### config.mk
export PLATFORM = sky130hd
export DESIGN_NAME = multicycle_control_fsm
export DESIGN_NICKNAME = d
export VERILOG_FILES = /design/src/rtl/multicycle_control_fsm.sv
export SDC_FILE = /design/constraint.sdc
export NUM_CORES = 1
export LEC_CHECK = 0
export ABC_AREA = 1
export ABC_CLOCK_PERIOD_IN_PS = 2700
export BUFFER_PORTS_ARGS = -buffer_cell sky130_fd_sc_hd__buf_2
export CORE_ASPECT_RATIO = 0.6
export CORE_MARGIN = 5
export CORE_UTILIZATION = 50
export DETAILED_ROUTE_END_ITERATION = 8
export GPL_TIMING_DRIVEN = 0
export PLACE_DENSITY = 0.8
export SYNTH_ARGS = -nofsm -noshare
export SYNTH_HDL_FRONTEND = slang
export SYNTH_SLANG_ARGS = --single-unit
### constraint.sdc
create_clock -name CLK -period 2.7 [get_ports CLK]
set_input_delay 0.54 -clock CLK [delete_from_list [all_inputs] [get_ports CLK]]
set_output_delay 0.54 -clock CLK [all_outputs]
set_load 0.005 [all_outputs]
### src/rtl/multicycle_control_fsm.sv
// Multicycle RISC-V sequencing controller: a Moore FSM that steps one instruction
// through fetch, decode, execute, memory and writeback over a single shared memory
// port. It also counts retired instructions and traps on an illegal opcode or a
// memory access that waits too long.
module multicycle_control_fsm #(
    parameter int unsigned CNT_W        = 32,
    parameter int unsigned MEM_WAIT_MAX = 15
) (
    input  logic             CLK,
    input  logic             RST,
    input  logic             RUN,
    input  logic [6:0]       OPE_CODE,
    input  logic             ZERO,
    input  logic             MEM_READY,
    output logic             PC_WRITE,
    output logic             IR_WRITE,
    output logic             ADR_SRC,
    output logic             MEM_READ,
    output logic             MEM_WRITE,
    output logic             REG_WRITE,
    output logic [1:0]       IMM_SRC,
    output logic [1:0]       ALU_SRC_A,
    output logic [1:0]       ALU_SRC_B,
    output logic [1:0]       ALU_OP,
    output logic [1:0]       RESULT_SRC,
    output logic             BUSY,
    output logic             TRAP,
    output logic [CNT_W-1:0] INSTRET
);

    localparam logic [6:0] OpLoad   = 7'b0000011;
    localparam logic [6:0] OpStore  = 7'b0100011;
    localparam logic [6:0] OpRType  = 7'b0110011;
    localparam logic [6:0] OpIType  = 7'b0010011;
    localparam logic [6:0] OpBranch = 7'b1100011;
    localparam logic [6:0] OpJal    = 7'b1101111;

    // Last stall cycle tolerated before giving up on the memory.
    localparam logic [7:0] WaitLast = 8'(MEM_WAIT_MAX - 1);

    typedef enum logic [3:0] {
        StIdle,
        StFetch,
        StDecode,
        StMemAdr,
        StMemRead,
        StMemWb,
        StMemWrite,
        StExecR,
        StExecI,
        StAluWb,
        StBeq,
        StJal,
        StTrap
    } state_e;

    // Registered per-state controls; fetch/beq/jal are qualifiers combined later
    // with MEM_READY and ZERO, which must act within the same cycle.
    typedef struct packed {
        logic       fetch;
        logic       beq;
        logic       jal;
        logic       adr_src;
        logic       mem_read;
        logic       mem_write;
        logic       reg_write;
        logic [1:0] imm_src;
        logic [1:0] alu_src_a;
        logic [1:0] alu_src_b;
        logic [1:0] alu_op;
        logic [1:0] result_src;
        logic       busy;
        logic       trap;
    } ctl_t;

    state_e           state_q, state_d;
    logic [7:0]       wait_q, wait_d;
    logic [CNT_W-1:0] instret_q, instret_d;
    ctl_t             ctl_q, ctl_d;
    logic             retire;
    logic             stall;

    // Next state, memory wait counter and retire counter.
    always_comb begin
        state_d   = state_q;
        wait_d    = '0;
        instret_d = instret_q;
        retire    = 1'b0;
        stall     = 1'b0;
        case (state_q)
            StIdle: begin
                if (RUN) state_d = StFetch;
            end
            StFetch: begin
                if (MEM_READY) state_d = StDecode;
                else           stall   = 1'b1;
            end
            StDecode: begin
                case (OPE_CODE)
                    OpLoad, OpStore: state_d = StMemAdr;
                    OpRType:         state_d = StExecR;
                    OpIType:         state_d = StExecI;
                    OpBranch:        state_d = StBeq;
                    OpJal:           state_d = StJal;
                    default:         state_d = StTrap;
                endcase
            end
            StMemAdr: begin
                state_d = (OPE_CODE == OpStore) ? StMemWrite : StMemRead;
            end
            StMemRead: begin
                if (MEM_READY) state_d = StMemWb;
                else           stall   = 1'b1;
            end
            StMemWrite: begin
                if (MEM_READY) retire = 1'b1;
                else           stall  = 1'b1;
            end
            StExecR, StExecI, StJal: begin
                state_d = StAluWb;
            end
            StMemWb, StAluWb, StBeq: begin
                retire = 1'b1;
            end
            StTrap: begin
                state_d = StTrap;
            end
            default: begin
                state_d = StTrap;
            end
        endcase
        // Instruction end: count it, then continue or park depending on RUN.
        if (retire) begin
            instret_d = instret_q + {{(CNT_W-1){1'b0}}, 1'b1};
            state_d   = RUN ? StFetch : StIdle;
        end
        // Counter only survives while stalling in the same access; any move clears it.
        if (stall) begin
            if (wait_q == WaitLast) state_d = StTrap;
            else                    wait_d  = wait_q + 8'd1;
        end
    end

    // Moore decode of the state being entered, so every control comes from a flop.
    always_comb begin
        ctl_d = '0;
        case (state_d)
            StFetch: begin
                ctl_d.fetch      = 1'b1;
                ctl_d.mem_read   = 1'b1;
                ctl_d.alu_src_b  = 2'b10;
                ctl_d.result_src = 2'b10;
            end
            StDecode: begin
                ctl_d.alu_src_a = 2'b01;
                ctl_d.alu_src_b = 2'b01;
                ctl_d.imm_src   = 2'b10;
            end
            StMemAdr: begin
                ctl_d.alu_src_a = 2'b10;
                ctl_d.alu_src_b = 2'b01;
                ctl_d.imm_src   = (OPE_CODE == OpStore) ? 2'b01 : 2'b00;
            end
            StMemRead: begin
                ctl_d.adr_src  = 1'b1;
                ctl_d.mem_read = 1'b1;
            end
            StMemWb: begin
                ctl_d.result_src = 2'b01;
                ctl_d.reg_write  = 1'b1;
            end
            StMemWrite: begin
                ctl_d.adr_src   = 1'b1;
                ctl_d.mem_write = 1'b1;
            end
            StExecR: begin
                ctl_d.alu_src_a = 2'b10;
                ctl_d.alu_op    = 2'b10;
            end
            StExecI: begin
                ctl_d.alu_src_a = 2'b10;
                ctl_d.alu_src_b = 2'b01;
                ctl_d.alu_op    = 2'b10;
            end
            StAluWb: begin
                ctl_d.reg_write = 1'b1;
            end
            StBeq: begin
                ctl_d.alu_src_a = 2'b10;
                ctl_d.alu_op    = 2'b01;
                ctl_d.beq       = 1'b1;
            end
            StJal: begin
                ctl_d.alu_src_a = 2'b01;
                ctl_d.alu_src_b = 2'b10;
                ctl_d.jal       = 1'b1;
            end
            StTrap: begin
                ctl_d.trap = 1'b1;
            end
            default: begin
                ctl_d = '0;
            end
        endcase
        ctl_d.busy = (state_d != StIdle) && (state_d != StTrap);
    end

    // State, counters and registered controls; async reset drops every strobe at once.
    always_ff @(posedge CLK or negedge RST) begin
        if (!RST) begin
            state_q   <= StIdle;
            wait_q    <= '0;
            instret_q <= '0;
            ctl_q     <= '0;
        end else begin
            state_q   <= state_d;
            wait_q    <= wait_d;
            instret_q <= instret_d;
            ctl_q     <= ctl_d;
        end
    end

    assign PC_WRITE   = (ctl_q.fetch & MEM_READY) | ctl_q.jal | (ctl_q.beq & ZERO);
    assign IR_WRITE   = ctl_q.fetch & MEM_READY;
    assign ADR_SRC    = ctl_q.adr_src;
    assign MEM_READ   = ctl_q.mem_read;
    assign MEM_WRITE  = ctl_q.mem_write;
    assign REG_WRITE  = ctl_q.reg_write;
    assign IMM_SRC    = ctl_q.imm_src;
    assign ALU_SRC_A  = ctl_q.alu_src_a;
    assign ALU_SRC_B  = ctl_q.alu_src_b;
    assign ALU_OP     = ctl_q.alu_op;
    assign RESULT_SRC = ctl_q.result_src;
    assign BUSY       = ctl_q.busy;
    assign TRAP       = ctl_q.trap;
    assign INSTRET    = instret_q;

endmodule
Word level (Yosys, flattened, before mapping). Cells that the tools add are included.

Eq/ne operators: 31. Reductions and logical operators: 16. Bitwise gates (word level): 4. Mux-type cells: 30. Add/sub/neg operators: 2.

Operators by type and width (number): $eq 4x4->1 const B (9); $add 32x1->32 const B (1); $eq 4x3->1 const B (8); $pmux 4 s7 (1); $mux 4 (6); $pmux 2 s2 (5); $pmux 4 s5 (1); $eq 4x2->1 const B (4); $mux 8 (2); $eq 7x6->1 const B (2); $eq 7x7->1 const B (2); $reduce_or 2->1 (7); $mux 1 (13); $reduce_or 3->1 (4); $add 8x1->8 const B (1); $eq 4x1->1 const B (2); $eq 8x4->1 const B (1); $reduce_or 4->1 (2); $eq 7x2->1 const B (1); $eq 7x5->1 const B (1); $logic_not 4->1 (1); $ne 4x4->1 const B (1); $reduce_bool 4->1 (1); $and 1x1->1 (2); 4 further kinds (5).

Bits of input ports: 12. Output and inout port bits: 50. Logic and storage cells: 100. Bits in registers: 63.

Logic depth before layout (Yosys ltp).
Word-level depth: 10. Mapped depth: 14. Gate-level depth less buffers: 14.

Least setup slack after synthesis. No wires, ideal clock.

Path type: input port to flip-flop. From: in MEM_READY. To: reg instret_q[18] (netlist: INSTRET[18]). Arrival: 1.538 ns. Data required time: 2.574 ns. Cell stages on the path: 10. Setup time: 0.126 ns. Slack: 1.036 ns. Path buffers: 0. Path through: nor2_1 o21ai_2 nand2_4 nor2_4 nand2_2 nor2_4 nand2_4 nor2_2 nand2_1 xor2_1.

Cells in the longest elaborated chain, start to end: 2.

RTL lines: start: declaration (line 14) `input logic MEM_READY,`; $mux 1 (line 116) `if (MEM_READY) retire = 1'b1;`; $pmux 1 s2 (line 90) `case (state_q)`; end signal: assignment (line 218) `instret_q <= instret_d;`; end: declaration (line 78) `logic [CNT_W-1:0] instret_q, instret_d;`.

Every way passes these cells. A chain may end at the register's enable or synchronous reset.

==> flow_summary.toml <==
[status]
outcome = "completed"

[critical_path]
cpLargestDelayFamily = "simple AND/OR/NAND/NOR gates"
cp-end-kind = "flip-flop"
cp-start-kind = "flip-flop"
reg2reg_to = "ALU_SRC_A[1]"
r2r_cells = 11
worst-r2r-setup-slack_ns = 0.79
r2r_start = "state_q[2]"
cpMaxStageDelayCell = "dfrtp_1"
path_cells = "nor2_2 -> nor2_2 -> nand2_4 -> buf_4 -> nand2_1 -> nand2_1 -> nand2_1 -> nand2_1 -> nor2_1 -> nor2_1 -> nand2_1"
critPathMaxStageDelay_ns = 0.46
critPathBufInv = 1
worst-path-max-fanout = 10
cp.required_ns = 2.93
crit_top_cell = "nand2_1"
arrival_ns = 2.14
path_class = "flip-flop to flip-flop"

[sta]
layout_worst_path_cycle_share = 0.708
final_hold_viol_count = 0
tns_ns = 0
slew_headroom = 0.502
hold_ws_ns = 0.251
worst_slew_pin_slew_ns = 0.747
rsz0062_at_grt = "no"
period_needed_ns = 1.91
fin_skew_ns = 0.00634
slew_viol_final = 0
setup_viol = 0
timing.fmax_ghz = 0.523

[global_routing]
antenna_found_initial = 0
grt_overflow = 0
grt_pass1_vias = 2546
grt_max_degree = 62
grt_util_all_layers = 0.192
grt_pass1_wl_um = 12300

[routing]
wire_per_inst_um = 13.5
wirelength_um = 7360
first_iter_violations = 193
postRouteAntennaNets = 0
detailedRoute.firstPassIterationCount = 5
vias = 2702
drc = 0
viasPerCell = 4.94

[placement]
gp_congestion = 0.931
hpwl_um = 5590
placed_area_um2 = 3630
io_buffers = 61

[die]
start_util = 0.520
die_h_um = 72.2
coreArea_um2 = 6190
ios = 62
rows = 22
die_w_um = 114
die_area_um2 = 8200

[synth]
synth-simple-area-share = 0.319
netlist_area_um2 = 3220
synth_xor_area_frac = 0.0870
synth_ff_type = "dfrtp_1"
synthDistinctLibCells = 27
yosys_warnings = 0
synthAdderAreaFrac = 0.0117
muxShareOfSynthArea = 0
syn_nets = 402
synth-seq-area-share = 0.474
synth.avg_cell_area_um2 = 8.33
synth_edf_count = 0
syn-instance-count = 387
synth-compound-area-share = 0.0202
synth_top_family_by_area = "simple AND/OR/NAND/NOR gates"
synthArstFlopShare = 1.00
yosys_register_bits = 61

[flow_run]
drv_cap = 0

[power_and_ir_drop]
power_density_nw_per_um2 = 478
leakagePower_nw = 2.22
irDropWorstVdd_mv = 0.284
total_power_mw = 1.84

[clock_network]
cts.sinks = 61
clock_latency_ns = 0.34
cts.repair.resized = 0
cts_hold_buf = 0
post_cts_buffers = 0
htreeDepth = 3
cts-buffers-inserted = 9
root_buffer = "clkbuf_8"
clkTransAtPathRegs_ns = 0.07
cts.path.max_buffers = 2
cts_tree = "done"

[layout]
diodes = 0
final_cell_mix = "99 x nand2_1, 61 x dfrtp_1, 60 x buf_2"
stdcell_area_um2 = 3850
areaGrowthSynthToFinish_pct = 19.5
drive_above_1_share = 0.244
nets = 474
layout_commonest_cell = "nand2_1"
final_util = 0.621

[worst_hold_path]
hp-class = "input pin to async pin"
[metrics by stage]
stage                     instances  setup WS (ns)
final                           547          0.789
after global routing            547          0.643
after CTS                       547          0.806
after detailed placement        532          0.658
after global placement          532          0.717
after floorplan                 387           1.04
[state kept, by name (all words and copies together) (netlist names)]
name	cells
ADR_SRC	1
ALU_OP	2
ALU_SRC_A	2
ALU_SRC_B	2
BUSY	1
IMM_SRC	2
INSTRET	32
MEM_READ	1
MEM_WRITE	1
REG_WRITE	1
RESULT_SRC	1
TRAP	1
ctl_q	2
state_q	4
wait_q	8
[per-layer routing]
metal	share of wire	global-route usage	up-vias
met3	0.080	0.0750	11
li1	-	-	1338
met2	0.41	0.260	103
met1	0.50	0.291	1250
met4	0.0076	0.0373	0
met5	0	0	-
[worst max path at each step]
stage,slack [ns],from,depth (start not counted),end
6_report,0.79,state_q[2],11,ALU_SRC_A[1]
5_1_grt,0.64,state_q[2],11,ALU_SRC_A[0]
4_1_cts,0.81,state_q[3],11,ALU_SRC_A[1]
3_5_place_dp,0.66,MEM_READY,12,ALU_SRC_A[1]
3_3_place_gp,0.72,MEM_READY,12,ALU_SRC_A[1]
2_1_floorplan,1.04,MEM_READY,10,INSTRET[18]
[final cells by class]
cell class	count	area [µm²]
fillers	527	2340
flip-flops and latches	61	1530
multi-input cells	261	1410
repair buffers	61	308
inverters	54	203
clock buffers	11	141
well taps	84	105
plain buffers	11	82.6
clock inverters	4	72.6
[synthesized netlist by cell type (3+ instances only)]
| cell | n | share of area |
|---|---|---|
| inv_2 | 5 | 0.0058 |
| nand2_1 | 99 | 0.12 |
| nand2_4 | 6 | 0.021 |
| dfrtp_1 | 61 | 0.47 |
| inv_1 | 49 | 0.057 |
| nor3_1 | 18 | 0.028 |
| nor2_1 | 43 | 0.050 |
| a21oi_1 | 4 | 0.0062 |
| o21ai_0 | 5 | 0.0078 |
| nand3_1 | 15 | 0.023 |
| xor2_1 | 23 | 0.063 |
| buf_4 | 11 | 0.026 |
| nor2_2 | 4 | 0.0078 |
| nand4_1 | 9 | 0.017 |
| nor4_1 | 5 | 0.0097 |
| nor2_4 | 6 | 0.021 |
| xnor2_1 | 9 | 0.024 |
| ha_1 | 3 | 0.012 |
[cells by family after synthesis]
kind of cell / after synthesis
compound gates: 12
xor+xnor: 32
fa+ha+maj: 3
buf+inv: 65
flops: 61
simple gates: 214
[where the power goes]
| part | switching (mW) | internal [mW] |
|---|---|---|
| combinational | 0.0284 | 0.00922 |
| sequential | 0 | 0.914 |
| clock | 0.348 | 0.538 |
| total | 0.377 | 1.46 |
Power figures use the tool's default switching activity.
